`src/rtl/sum_display_driver_pkg.sv`:
```
// Shared types and constants for the adder-result display driver:
// FSM encodings, active-low 7-segment patterns and the default scan divider.
package sum_display_driver_pkg;

  typedef enum logic [1:0] {
    ST_IDLE  = 2'd0,
    ST_SHIFT = 2'd1,
    ST_DONE  = 2'd2
  } state_t;

  localparam int REFRESH_DIV_DEF = 100000;

  // Segment order {g,f,e,d,c,b,a}, a lit segment is 0
  localparam logic [6:0] SEG_0     = 7'b1000000;
  localparam logic [6:0] SEG_1     = 7'b1111001;
  localparam logic [6:0] SEG_2     = 7'b0100100;
  localparam logic [6:0] SEG_3     = 7'b0110000;
  localparam logic [6:0] SEG_4     = 7'b0011001;
  localparam logic [6:0] SEG_5     = 7'b0010010;
  localparam logic [6:0] SEG_6     = 7'b0000010;
  localparam logic [6:0] SEG_7     = 7'b1111000;
  localparam logic [6:0] SEG_8     = 7'b0000000;
  localparam logic [6:0] SEG_9     = 7'b0010000;
  localparam logic [6:0] SEG_BLANK = 7'b1111111;

  localparam logic [3:0] AN_ONES = 4'b1110;
  localparam logic [3:0] AN_TENS = 4'b1101;

endpackage

```
`src/rtl/sum_display_driver_if.sv`:
```
// Adder-result capture and board display signals, seen from the adder side
// (master) and from the display driver (slave).
interface sum_display_driver_if #(
  parameter int SUM_W = 4
);
  logic             sum_valid;
  logic [SUM_W-1:0] s;
  logic             cout;
  logic [6:0]       seg;
  logic [3:0]       an;
  logic             busy;
  logic             done;

  modport master (
    output sum_valid, s, cout,
    input  seg, an, busy, done
  );

  modport slave (
    input  sum_valid, s, cout,
    output seg, an, busy, done
  );
endinterface

```
`src/rtl/sum_display_driver_bcd_to_seg7.sv`:
```
// Combinational BCD digit to active-low 7-segment decoder; codes 10..15
// have no digit and show as blank.
module bcd_to_seg7
  import sum_display_driver_pkg::*;
(
  input  logic [3:0] i_bcd,
  output logic [6:0] o_seg
);

  always_comb begin
    o_seg = SEG_BLANK;
    case (i_bcd)
      4'd0: o_seg = SEG_0;
      4'd1: o_seg = SEG_1;
      4'd2: o_seg = SEG_2;
      4'd3: o_seg = SEG_3;
      4'd4: o_seg = SEG_4;
      4'd5: o_seg = SEG_5;
      4'd6: o_seg = SEG_6;
      4'd7: o_seg = SEG_7;
      4'd8: o_seg = SEG_8;
      4'd9: o_seg = SEG_9;
      default: o_seg = SEG_BLANK;
    endcase
  end

endmodule

```
`src/rtl/sum_display_driver.sv`:
```
// Captures {cout,s} from the ripple adder, converts it to two BCD digits with
// a bit-serial double-dabble and scans them onto a multiplexed 7-segment display.
//
// state    | meaning
// ---------+-----------------------------------------------------------
// ST_IDLE  | waiting for sum_valid; display holds the last result
// ST_SHIFT | one add-3/shift step per cycle, SUM_W+1 steps
// ST_DONE  | latch tens/ones into the display, pulse done
module sum_display_driver
  import sum_display_driver_pkg::*;
#(
  parameter int SUM_W       = 4,
  parameter int REFRESH_DIV = REFRESH_DIV_DEF
) (
  input logic                 clk,
  input logic                 rst_n,
  sum_display_driver_if.slave bus
);

  localparam int BW    = SUM_W + 1;
  localparam int SRW   = BW + 8;
  localparam int CW    = $clog2(BW + 1);
  localparam int RCW   = (REFRESH_DIV > 1) ? $clog2(REFRESH_DIV) : 1;

  state_t           r_state;
  logic [SRW-1:0]   r_shreg;
  logic [CW-1:0]    r_cnt;
  logic [3:0]       r_tens;
  logic [3:0]       r_ones;
  logic             r_busy;
  logic             r_done;
  logic [RCW-1:0]   r_refresh;
  logic             r_sel;

  logic [SRW-1:0]   w_adj;
  logic [SRW-1:0]   w_shifted;
  logic [3:0]       w_digit;
  logic [6:0]       w_seg_dec;
  logic [6:0]       w_seg;
  logic [3:0]       w_an;

  // Add-3 correction happens before the shift so no nibble ever passes 9
  always_comb begin
    w_adj = r_shreg;
    if (r_shreg[BW+7:BW+4] >= 4'd5) w_adj[BW+7:BW+4] = r_shreg[BW+7:BW+4] + 4'd3;
    if (r_shreg[BW+3:BW]   >= 4'd5) w_adj[BW+3:BW]   = r_shreg[BW+3:BW]   + 4'd3;
    w_shifted = {w_adj[SRW-2:0], 1'b0};
  end

  always_ff @(posedge clk or negedge rst_n) begin
    if (!rst_n) begin
      r_state <= ST_IDLE;
      r_shreg <= '0;
      r_cnt   <= '0;
      r_tens  <= 4'd0;
      r_ones  <= 4'd0;
      r_busy  <= 1'b0;
      r_done  <= 1'b0;
    end else begin
      r_done <= 1'b0;
      case (r_state)
        ST_IDLE: begin
          if (bus.sum_valid) begin
            r_shreg <= {8'd0, bus.cout, bus.s};
            r_cnt   <= CW'(BW);
            r_busy  <= 1'b1;
            r_state <= ST_SHIFT;
          end
        end
        ST_SHIFT: begin
          r_shreg <= w_shifted;
          r_cnt   <= r_cnt - 1'b1;
          if (r_cnt == CW'(1)) r_state <= ST_DONE;
        end
        ST_DONE: begin
          r_tens  <= r_shreg[BW+7:BW+4];
          r_ones  <= r_shreg[BW+3:BW];
          r_done  <= 1'b1;
          r_busy  <= 1'b0;
          r_state <= ST_IDLE;
        end
        default: begin
          r_busy  <= 1'b0;
          r_state <= ST_IDLE;
        end
      endcase
    end
  end

  // Digit scan is free-running and independent of the conversion FSM
  always_ff @(posedge clk or negedge rst_n) begin
    if (!rst_n) begin
      r_refresh <= '0;
      r_sel     <= 1'b0;
    end else if (r_refresh == RCW'(REFRESH_DIV - 1)) begin
      r_refresh <= '0;
      r_sel     <= ~r_sel;
    end else begin
      r_refresh <= r_refresh + 1'b1;
    end
  end

  assign w_digit = r_sel ? r_tens : r_ones;

  bcd_to_seg7 u_dec (
    .i_bcd (w_digit),
    .o_seg (w_seg_dec)
  );

  // Leading zero in the tens slot is blanked; the anode still selects it
  assign w_seg = (r_sel && (r_tens == 4'd0)) ? SEG_BLANK : w_seg_dec;
  assign w_an  = r_sel ? AN_TENS : AN_ONES;

  assign bus.seg  = w_seg;
  assign bus.an   = w_an;
  assign bus.busy = r_busy;
  assign bus.done = r_done;

endmodule

```
`src/flat_wrapper.sv`:
```
// flat-port wrapper written by rule: the top's interface ports become plain ports
module sum_display_driver_flat import sum_display_driver_pkg::*;
#(
  parameter int SUM_W       = 4,
  parameter int REFRESH_DIV = REFRESH_DIV_DEF
)
  (clk, rst_n, bus_sum_valid, bus_s, bus_cout, bus_seg, bus_an, bus_busy, bus_done);
  sum_display_driver_if #(.SUM_W(SUM_W)) bus_i ();
  input logic clk;
  input logic rst_n;
  input wire logic [$bits(bus_i.sum_valid)-1:0] bus_sum_valid;
  input wire logic [$bits(bus_i.s)-1:0] bus_s;
  input wire logic [$bits(bus_i.cout)-1:0] bus_cout;
  output wire logic [$bits(bus_i.seg)-1:0] bus_seg;
  output wire logic [$bits(bus_i.an)-1:0] bus_an;
  output wire logic [$bits(bus_i.busy)-1:0] bus_busy;
  output wire logic [$bits(bus_i.done)-1:0] bus_done;
  assign bus_i.sum_valid = bus_sum_valid;
  assign bus_i.s = bus_s;
  assign bus_i.cout = bus_cout;
  assign bus_seg = bus_i.seg;
  assign bus_an = bus_i.an;
  assign bus_busy = bus_i.busy;
  assign bus_done = bus_i.done;
  sum_display_driver #(.SUM_W(SUM_W), .REFRESH_DIV(REFRESH_DIV)) u_core (.clk(clk), .rst_n(rst_n), .bus(bus_i));
endmodule
```
`config.mk`:
```
export PLATFORM = sky130hd
export DESIGN_NAME = sum_display_driver_flat
export DESIGN_NICKNAME = d
export VERILOG_FILES = /design/src/rtl/sum_display_driver_pkg.sv /design/src/rtl/sum_display_driver_if.sv /design/src/rtl/sum_display_driver_bcd_to_seg7.sv /design/src/rtl/sum_display_driver.sv /design/src/flat_wrapper.sv
export SDC_FILE = /design/constraint.sdc
export NUM_CORES = 1
export LEC_CHECK = 0
export BUFFER_PORTS_ARGS = -buffer_cell sky130_fd_sc_hd__buf_2
export CAP_MARGIN = 20
export CORE_UTILIZATION = 45
export CTS_BUF_LIST = sky130_fd_sc_hd__clkbuf_4 sky130_fd_sc_hd__clkbuf_8
export DETAILED_ROUTE_END_ITERATION = 10
export PLACE_DENSITY_LB_ADDON = 0.2
export SYNTH_ARGS = -nofsm -noshare
export SYNTH_HDL_FRONTEND = slang
export SYNTH_SLANG_ARGS = --single-unit
```
`constraint.sdc`:
```
create_clock -name clk -period 3.25 [get_ports clk]
set_input_delay 0.65 -clock clk [delete_from_list [all_inputs] [get_ports clk]]
set_output_delay 0.65 -clock clk [all_outputs]
set_load 0.02 [all_outputs]
```
# Word level (Yosys, flattened, before mapping)
# Memory sizes are Yosys's and may differ from the RTL's.
# Cells that the tools add are included.
[totals]
reg_bits = 46
latchBits = 0
mem_bits_rw = 0
rom_bits = 112
in_bits = 8
out_inout_bits = 13
elab_cells = 47
mem_count = 1
[memory_table]
columns = ["name", "depth", "width", "rd", "rd_clocked_by_memory_dff", "write_ports", "line", "source"]
rows = [
  ["(name not given)", 16, 7, 1, 0, 0, "sum_display_driver_bcd_to_seg7.sv:12", "case (i_bcd)"],
]
[op_classes]
addsub = 4
multipliers = 0
div = 0
magnitude_cmp = 2
eq_ne = 6
n_shift = 0
mux = 16
bitwise_logic = 2
n_reduce_logical = 7
[ops]
columns = ["cell", "count"]
rows = [
  ["case mux 13 bit (2 select lines)", 1],
  ["adder 17 x 1 -> 17 bit (second input constant)", 1],
  ["equality test 17 bit (second input constant)", 1],
  ["2-to-1 mux 17 bit", 1],
  ["2-to-1 mux 13 bit", 1],
  [">= comparator 4 x 3 -> 1 bit (second input constant)", 2],
  ["2-to-1 mux 4 bit", 2],
  ["2-to-1 mux 7 bit", 1],
  ["2-to-1 mux 2 bit", 3],
  ["2-to-1 mux 3 bit", 2],
  ["case mux 3 bit (2 select lines)", 1],
  ["AND reduction 2 bit", 3],
  ["adder 4 x 2 -> 4 bit (second input constant)", 1],
  ["logical NOT 4 bit", 1],
  ["case mux 2 bit (2 select lines)", 1],
  ["adder 3 x 2 -> 3 bit (second input constant)", 1],
  ["equality test 3 x 1 -> 1 bit (second input constant)", 1],
  ["subtractor 3 x 1 -> 3 bit (second input constant)", 1],
  ["equality test 2 x 1 -> 1 bit (second input constant)", 1],
  ["equality test 2 bit (second input constant)", 1],
  ["logical NOT 2 bit", 1],
  ["2-to-1 mux 1 bit", 2],
  ["inequality test 2 x 1 -> 1 bit (second input constant)", 1],
  ["inequality test 2 bit (second input constant)", 1],
  ["4 further kinds", 5],
]

# Logic depth before layout (Yosys ltp)
# Gate-level depths: netlist of run 1.
[depth]
word_depth = 3
depth_mapped = 7
ltp_nobuf = 6

# Hierarchy
# Synthesis of run 1 repeated with hierarchy kept, for this count alone.
[hier_totals]
hier_cells = 234
area_unflattened_um2 = 2404.8
[by_module_without_submodules]
columns = ["module", "n_inst", "cells_per_inst", "area_each_um2", "seq_area_each_um2"]
rows = [
  ["sum_display_driver", 1, 203, 2204.6, 1151.1],
  ["bcd_to_seg7", 1, 31, 200.2, 0.0],
]

# Least setup slack after synthesis of run 1
# Ideal clock, no wire load.
[synth_timing]
path_type = "reg2out"
from = "reg u_core.r_sel"
to = "out bus_seg[3]"
arrival_time_ns = 1.857
required_ns = 2.600
slack_ns = 0.743
path_stages_with_launch = 7
path_buffers = 1
cell_sequence = "dfrtp_1 > clkbuf_1 > mux2i_1 > ha_1 > inv_1 > mux2i_1 > o21ai_0"
[synth_between]
elab_chain_cells = 3
elab_cells_between_ends = 4
cone_classes = "mux: 2; reduce/logical: 1; memory: 1"
[synth_lines]
columns = ["element", "line", "source"]
rows = [
  ["start, declared", "sum_display_driver.sv:33", "logic r_sel;"],
  ["start signal, assigned", "sum_display_driver.sv:97", "r_sel <= ~r_sel;"],
  ["2-to-1 mux 4 bit", "sum_display_driver.sv:103", "assign w_digit = r_sel ? r_tens : r_ones;"],
  ["memory (16 x 7 bit)", "--", ""],
  ["2-to-1 mux 7 bit (*)", "sum_display_driver.sv:111", "assign w_seg = (r_sel && (r_tens == 4'd0)) ? SEG_BLANK : w_seg_dec;"],
  ["end, declared", "flat_wrapper.sv:14", "output wire logic [$bits(bus_i.seg)-1:0] bus_seg;"],
]
# Mark *: on every way between the ends. The rest lies on a longest branch, timed or not.

# Final worst setup path of run 1
# Same ends and word-level chain as after synthesis.

==> metrics list, run 1 <==
- Fraction of synthesis flops using an asynchronous set or reset pin: 100%
- The final max-slew violation count came to 0.
* Root Buffer Master: sky130_fd_sc_hd__clkbuf_8
* Post-route non-filler standard cell count: 330
* Critical path class: reg2out
- The startpoint identified for the worst register-to-register timing path is u_core.r_refresh[11]$_DFF_PN0_.
- Most used flip-flop cell after synthesis: sky130_fd_sc_hd__dfrtp_1
- Clock Sink Count: 46
- The count of final hold-check violations was 0.
- Count of vias placed by the detailed router: 1682
* Number of enable-type register cells in the synthesized netlist: 0
* Unrepaired setup endpoints after global routing: no
* Number of top-level design ports: 21
- Largest area contributor in the netlist: sky130_fd_sc_hd__dfrtp_1
* Setup violators final: 0
- After clock tree synthesis, the repair step resized 0 gates.
- The number of setup buffers added after CTS is 0.
- Clock transition at path regs: 80 ps
* Source-to-sink clock delay at the later pin of the worst-skew pair: 290 ps
- Using the TritonRoute via totals, the vias-per-cell ratio works out to 5.10.
- Top cells by instance count after synthesis: 46 x sky130_fd_sc_hd__dfrtp_1, 24 x sky130_fd_sc_hd__nand2_1, 23 x sky130_fd_sc_hd__o21ai_0
- The endpoint identified for the worst register-to-register timing path is u_core.r_refresh[1]$_DFF_PN0_.
- Ratio of total power to cell area: 750 nW/um2
- Vias in the first global route: 1502
* Cell types occupying the most area after synthesis: sky130_fd_sc_hd__dfrtp_1 48%, sky130_fd_sc_hd__ha_1 6.3%, sky130_fd_sc_hd__o21ai_0 4.8%
* Die Area: 5630 um2
- Counting cells, the worst reg-to-reg path comes to 3.
* Static Leak: 1.24 nW
- At the worst endpoint, the required time is 2600 ps.
- Largest clock skew in the final design: 4.03 ps
* Worst EP arrival: 2050 ps
- Worst-path fanout max: 8
- Crit path largest cell delay: 530 ps
- CTS built an H-tree with a depth of 2.
* Number of antenna violations at the first check in global routing: 0
- Worst-Margin Slew: 864 ps
- Count of synthesis-stage warnings from yosys: 0
- Compared with the post-synthesis result, the final layout area differs by 11.2%.
- The share of the Yosys chip area taken by registers is 47.9%.
* CTS buffer count: 5
- After detailed placement, the design holds a cell count of 321.
- CP endpoint kind: output pin
- For this run, the share of the core covered by cells in the final layout is 52.0%.
* Half-perimeter wire length after placement: 2940 um
* Antenna cell count: 0
- In the post-synthesis netlist, the cell with the most instances is sky130_fd_sc_hd__dfrtp_1.
- During placement, the flow inserted port buffers numbering 18.
* Number of max-cap violations: 0
- The die is 75.1 um wide.
- Largest net degree at the start of global routing: 47
* Clock tree from TritonCTS: built
* Portion of synthesized cell area occupied by the leading cell type: 47.9%
- Measured against its own limit, the worst slew margin works out to 42.3%.
* Routed length per placed instance: 12.6 um
* Initial Utilization: 46.7%
- After detailed routing, the number of remaining DRC violations is 0.
* Run status: finished, final reports clean
- Maximum count of clock buffers along a single path: 2
- The total overflow left after global routing is 0.
- Worst reg-to-reg setup slack: 1300 ps
- DRT iter0 DRCs: 69
- Launching element of the worst setup path: u_core.r_sel$_DFFE_PN0N_
- Period utilization: 83.0%
- # hold bufs at CTS: 0
* Netlist cell types: 37
* Total core area: 5140 um2
* DRT Pass-1 Iters: 4
* Layout net count: 279
- Summed over all failing endpoints, the final setup total negative slack is 0 ps.
* Worst IR drop on VDD: 455 uV
- Site Rows: 26
* Final critical path time including I/O delays and setup: 2700 ps
- Die height: 75.1 um
* Number of antenna-violating nets in the routed design: 0
- Master of the slowest instance on the critical path: sky130_fd_sc_hd__dfrtp_1
- Across every metal layer, demand over resource in global routing totals 16.4%.
* Worst setup SP type: register
- Average cell area after synthesis: 9.97 um2
- Fraction of layout instances using a drive strength above 1: 15.0%
- Maximum clock frequency: 0.371 GHz
- Number of register bits inferred by synthesis: 46
- Post-synth design cell area: 2400 um2
- The worst hold path belongs to the class in2async.
- The first global-routing pass estimated 6910 um of wire.
- Number of cells produced by synthesis: 241
- Final WL: 4140 um
- Critical-path cell list: mux2i_1, inv_1, nor2_1, o21a_1, o21ai_0, buf_2
- Final Wtd Congestion: 0.737
- Total power for the finished layout comes to 2.00 mW.
-- state kept, by name (all words and copies together), names as in the netlist --
signal,flops
u_core.r_refresh,17
u_core.r_shreg,13
u_core.r_ones,4
u_core.r_tens,4
u_core.r_cnt,3
u_core.r_state,2
u_core.bus.busy,1
u_core.bus.done,1
u_core.r_sel,1
-- cell type report --
cell class | instances | area, um2
Fill cell | 514 | 2470
Clock buffer | 7 | 83.8
Timing Repair Buffer | 19 | 110
Multi-Input combinational cell | 173 | 1160
Inverter | 14 | 52.6
Clock inverter | 1 | 30.0
Tap cell | 70 | 87.6
Sequential cell | 46 | 1150
-- placed cells by master (no fill, tap or decap), types with 2 or more instances in the layout --
master                     instances
sky130_fd_sc_hd__nand2_1          24
sky130_fd_sc_hd__o31ai_1           2
sky130_fd_sc_hd__conb_1            2
sky130_fd_sc_hd__inv_1            14
sky130_fd_sc_hd__clkbuf_8          5
sky130_fd_sc_hd__dfrtp_1          46
sky130_fd_sc_hd__nor3_1            7
sky130_fd_sc_hd__xor2_1            8
sky130_fd_sc_hd__ha_1             12
sky130_fd_sc_hd__nand3_1          10
sky130_fd_sc_hd__nor2_1           12
sky130_fd_sc_hd__a22o_1            2
sky130_fd_sc_hd__a22oi_1           5
sky130_fd_sc_hd__nand4_1           5
sky130_fd_sc_hd__mux2i_1           7
sky130_fd_sc_hd__nor4_1            2
sky130_fd_sc_hd__buf_2            18
sky130_fd_sc_hd__and4_1            2
sky130_fd_sc_hd__nand2b_1          3
sky130_fd_sc_hd__mux2_2            7
sky130_fd_sc_hd__o21ai_0          23
sky130_fd_sc_hd__clkbuf_4          2
sky130_fd_sc_hd__xnor2_1          10
sky130_fd_sc_hd__nor2b_1           6
sky130_fd_sc_hd__a21oi_1          11
-- cell families (layout without fill, tap and decap cells) --
group | Yosys count | after routing | synth area share [%]
other | 1 | 2 | 0.156
and+or+nand+nor | 80 | 80 | 17.7
DFF | 46 | 46 | 47.9
buffers and inverters | 23 | 41 | 4.06
xor gates and xnor gates | 18 | 18 | 6.56
AOI/OAI and AO/OA | 47 | 47 | 11.2
adders and majority gates | 12 | 12 | 6.25
muxes | 14 | 14 | 6.20
-- stage by stage --
| step | setup WS [ps] | cell area (um2) | hold WS, ps |
|---|---|---|---|
| finish | 553 | 2670 | 304 |
| floorplan | 743 | 2410 | 354 |
| detailed placement | 876 | 2540 | 472 |
| global placement | 980 | 2540 | 465 |
| CTS | 544 | 2650 | 491 |
| global route | 378 | 2670 | 323 |
-- metal layers --
layer  track usage (%)  vias to the layer above  wire, um
li1                  -                      867         -
met1              22.1                      785      2130
met2              25.8                       23      1840
met3              4.02                        7       116
met4              5.66                        0        58
met5                 0                        -         0
-- worst max-delay path: cells and delay by family (launching register included) --
family / cells / cell delay, ps
flip-flops: 1 / 530
AO/OA/AOI/OAI: 2 / 310
buffers and inverters: 2 / 310
AND/OR/NAND/NOR: 1 / 200
multiplexers: 1 / 410
-- worst max path at each step --
stage	end	slack, ps
floorplan	bus_seg[3]	740
global placement	bus_seg[3]	980
detailed placement	bus_seg[6]	880
CTS	bus_seg[5]	540
global route	bus_seg[3]	380
finish	bus_seg[3]	550
-- power breakdown --
group	total (mW)	switching (mW)	internal [mW]	leakage, nW
combinational	0.751	0.443	0.308	0.579
sequential	0.829	0.121	0.707	0.598
clock	0.425	0.179	0.247	0.0593
(Power assumes the default switching activity.)
==> run 2: changes to the inputs <==
--- a/config.mk
+++ b/config.mk
@@ -5,6 +5,7 @@
 export SDC_FILE = /design/constraint.sdc
 export NUM_CORES = 1
 export LEC_CHECK = 0
+export ABC_AREA = 1
 export BUFFER_PORTS_ARGS = -buffer_cell sky130_fd_sc_hd__buf_2
 export CAP_MARGIN = 20
 export CORE_UTILIZATION = 45
==> constraint.sdc (replaced) <==
create_clock -name clk -period 2.15 [get_ports clk]
set_input_delay 0.43 -clock clk [delete_from_list [all_inputs] [get_ports clk]]
set_output_delay 0.43 -clock clk [all_outputs]
set_load 0.02 [all_outputs]
==> metrics list, run 2 <==
* Run status: finished, violations left
- Failing checks: setup timing
* Average cell area after synthesis: 7.90 um2 (-21%)
* H-tree depth reported by CTS: 2 (unchanged)
- The post-synthesis sequential element count came to 46 (unchanged).
- Via density per instance: 4.83 (-5.2%)
* Most flop-heavy register: u_core.r_refresh
- The total inserted antenna cells is 0 (unchanged).
- The leakage power of the design was 1.46 nW (+18%).
* Clock tree from TritonCTS: built
* DRT Pass-1 Iters: 4 (unchanged)
- The cell sitting at the root of the clock tree is a sky130_fd_sc_hd__clkbuf_8.
- The share of flip-flops with an asynchronous set or reset was 100% (unchanged).
- Total GRT Usage: 17.6% (+1.2 points)
- DIE WIDTH: 76.8 um (+2.4%)
- The layout filler cell count is 491 (-4.5%).
* Highest metal layer with signal wires: met4
* Area share of fa/ha/maj cells after synthesis: 5.96% (-0.29 points)
- Number of top-level design ports: 21 (unchanged)
- The length of routed wiring on met1 is 2390 um (+12%).
* Place WS: 47.1 ps (-829 ps)
- The count of flip-flops with a built-in enable after synthesis is 0 (unchanged).
- Layout net count: 369 (+32%)
- The tightest min-delay check is of the in2async type.
- The number of distinct library cells after synthesis was 28 (-24%).
- CP endpoint kind: output pin
- The smallest setup slack after layout was -16.3 ps (-569 ps).
- The clock edge transition at the registers on the reported setup and hold paths came to 90 ps (about the same).
- The xor/xnor cell area share of the yosys netlist came to 2.78% (-3.8 points).
* Crit path required time: 1720 ps (-880 ps)
* Number of pins exceeding their max-slew limit in the final report: 0 (unchanged)
- Complex-gate fraction of the synthesized area: 9.98% (-1.2 points)
* Number of antenna-violating nets in the routed design: 0 (unchanged)
- Largest clock skew in the final design: 7.13 ps (+3.10 ps)
* Count of synthesis-stage warnings from yosys: 0 (unchanged)
* Cell types occupying the most area after synthesis: sky130_fd_sc_hd__dfrtp_1 46%, sky130_fd_sc_hd__nand2_1 11%, sky130_fd_sc_hd__inv_1 7.4%
* Post-synth design cell area: 2520 um2 (+4.9%)
- The sequential-to-total area share from yosys stat is 45.7% (-2.2 points).
- Worst setup SP type: register
* Portion of synthesized cell area occupied by the leading cell type: 45.7% (-2.2 points)
* Die Area: 5900 um2 (+4.8%)
* Total core area: 5240 um2 (+1.9%)
* Vias in the first global route: 1858 (+24%)
* Routed length on met3: 162 um (+40%)
- Final critical path time including I/O delays and setup: 2170 ps
- The average detailed-routed wire length per instance came to 11.2 um (-11%).
- In the synthesized netlist the dominant register cell turns out to be sky130_fd_sc_hd__dfrtp_1.
- Largest area contributor in the netlist: sky130_fd_sc_hd__dfrtp_1
- Number of antenna violations at the first check in global routing: 0 (unchanged)
- Maximum clock frequency: 0.462 GHz
- Slew Limit Headroom: 61.2% (+19 points)
* Post-layout total power: 3.50 mW (+75%)
- CTS buffer count: 5 (unchanged)
* Number of cells produced by synthesis: 319 (+32%)
- Maximum count of clock buffers along a single path: 2 (unchanged)
- The via total after detailed routing came to 2030 (+21%).
* Period utilization: 101%
- The critical path arrival is 1740 ps (-310 ps).
- Final Wtd Congestion: 0.812 (+10%)
- Worst-path fanout max: 5 (-3)
- The placement row count was 26 (unchanged).
- Source-to-sink clock delay at the later pin of the worst-skew pair: 300 ps (about the same)
- The count of buffers inserted at the top-level ports was 18 (unchanged).
* Critical-path cell list: nand2_2, o21ai_4, buf_4, ha_4, or2_4, nand2_1, nand3_2, buf_6
- The fraction of final layout cells sized beyond drive strength 1 was 18.6% (+3.6 points).
* Crit path largest cell delay: 460 ps (-70 ps)
- The number of max-cap violations is 0 (unchanged).
- Critical path class: reg2out
- Area growth from synthesis to layout: 16.7%
* Setup violators final: 1 (+1)
* Final WL: 4720 um (+14%)
- The top cell types in the final layout, fill and taps aside, are 75 x sky130_fd_sc_hd__nand2_1, 48 x sky130_fd_sc_hd__inv_1, 45 x sky130_fd_sc_hd__dfrtp_1.
* Family with the most delay on the worst path: flip-flops
* Combinational family with the most area after synthesis: simple AND/OR/NAND/NOR gates
- The worst ir drop on vdd came to 755 uV (+66%).
- The power density over cell area is 1190 nW/um2 (+59%).
* Fraction of the mapped netlist area in simple logic gates: 26.3% (+8.6 points)
- The DRC violation count after routing was 0 (unchanged).
- Number of flip-flops in the largest register: 17 (unchanged)
- Largest regs: u_core.r_refresh x17, u_core.r_shreg x13
* Commonest non-fill, non-tap cell in the layout: sky130_fd_sc_hd__nand2_1
* Sum of met2 wire segment lengths after detailed routing: 2110 um (+15%)
- The actual transition at the worst max-transition pin came to 581 ps (-283 ps).
- CP bufs+invs: 2 (unchanged)
- Unrepaired setup endpoints after global routing: yes
* # hold bufs at CTS: 0 (unchanged)
- Die height: 76.8 um (+2.4%)
* DRT iter0 DRCs: 132 (+91%)
- Global-route wire length before repair: 8290 um (+20%)
- The total clock sinks came to 46 (unchanged).
* Dominant cell by count in the synthesized netlist: sky130_fd_sc_hd__nand2_1
* Min Hold Slack: 201 ps (-104 ps)
* Hold Fails Final Rpt: 0 (unchanged)
- The maximum number of pins on one net before global-route repair was 47 (unchanged).
- The starting utilization of the core area is 48.1% (+1.4 points).
* Post-synthesis mux area share: 0% (-6.2 points)
- The detailed placer's ending HPWL came to 3410 um (+16%).
* Master of the slowest instance on the critical path: sky130_fd_sc_hd__dfrtp_2
- The total overflow reported by the global router is 0 (unchanged).
- Top cells by instance count after synthesis: 77 x sky130_fd_sc_hd__nand2_1, 50 x sky130_fd_sc_hd__inv_1, 46 x sky130_fd_sc_hd__dfrtp_1
run 2: changes by cell type after synthesis, moves of 7 or more:
cell / change
sky130_fd_sc_hd__nor2_1: +22
sky130_fd_sc_hd__mux2i_1: -7
sky130_fd_sc_hd__inv_1: +36
sky130_fd_sc_hd__a21oi_1: -9
sky130_fd_sc_hd__nand3_1: +14
sky130_fd_sc_hd__mux2_2: -7
sky130_fd_sc_hd__xnor2_1: -10
sky130_fd_sc_hd__nand2_1: +53
run 2: timing repair:
action | in CTS | in global routing
endpoints found under the setup margin | 7 | 7
setup buffers | 3 | 2
gates cloned | 0 | 0
resized for setup | 17 | 9
pin swaps | 3 | 6
run 2: power breakdown:
part,switching [mW],internal (mW),leakage [nW]
clock network,0.305,0.346,0.0504
registers,0.147,1.08,0.594
logic,0.976,0.652,0.817
total,1.43,2.07,1.46
run 2: kinds of logic after synthesis:
kind of cell / Yosys count
AOI/OAI and AO/OA: 42
xor gates and xnor gates: 8
buffers and inverters: 58
DFF: 46
other: 1
and+or+nand+nor: 152
adders and majority gates: 12
run 2: final cells by class:
type / count / area (um2) / share of cell area (%)
clock inverter: 3 / 45.0 / 1.53
multi-input combinational: 216 / 1200 / 41.0
sequential: 46 / 1150 / 39.2
timing repair buffer: 27 / 183 / 6.21
inverter: 53 / 199 / 6.77
clock buffer: 5 / 68.8 / 2.34
tap: 70 / 87.6 / 2.98
run 2: final timing paths:
| path | from | endpoint | slack (ps) | depth (start not counted) |
|---|---|---|---|---|
| setup / recovery | u_core.r_sel$_DFFE_PN0N_ | bus_seg[0] | -20 | 8 |
| hold / removal | rst_n | u_core.r_refresh[1]$_DFF_PN0_ | 200 | 2 |
| setup reg to reg | u_core.r_refresh[0]$_DFF_PN0_ | u_core.r_refresh[7]$_DFF_PN0_ | 640 | 8 |
| hold reg to reg | u_core.r_refresh[0]$_DFF_PN0_ | u_core.r_refresh[0]$_DFF_PN0_ | 470 | 1 |
| max in group asynchronous | rst_n | u_core.r_sel$_DFFE_PN0N_ | 1530 | 2 |
| min in group clk | bus_s[2] | u_core.r_shreg[2]$_DFFE_PN0P_ | 320 | 3 |
run 2: routing by layer:
layer	global-route usage, %	vias up
met5	0	-
li1	-	1059
met4	5.77	0
met3	3.69	7
met2	28.0	36
met1	23.6	928
run 2: stage by stage:
stage	cell area (um2)	util, %	std cells	TNS (ps)
finish	2940	56.1	420	-16.3
global placement	2700	51.5	407	0
CTS	2890	55.1	418	0
floorplan	2520	-	320	0
detailed placement	2700	51.5	407	0
global route	2940	56.1	420	-652
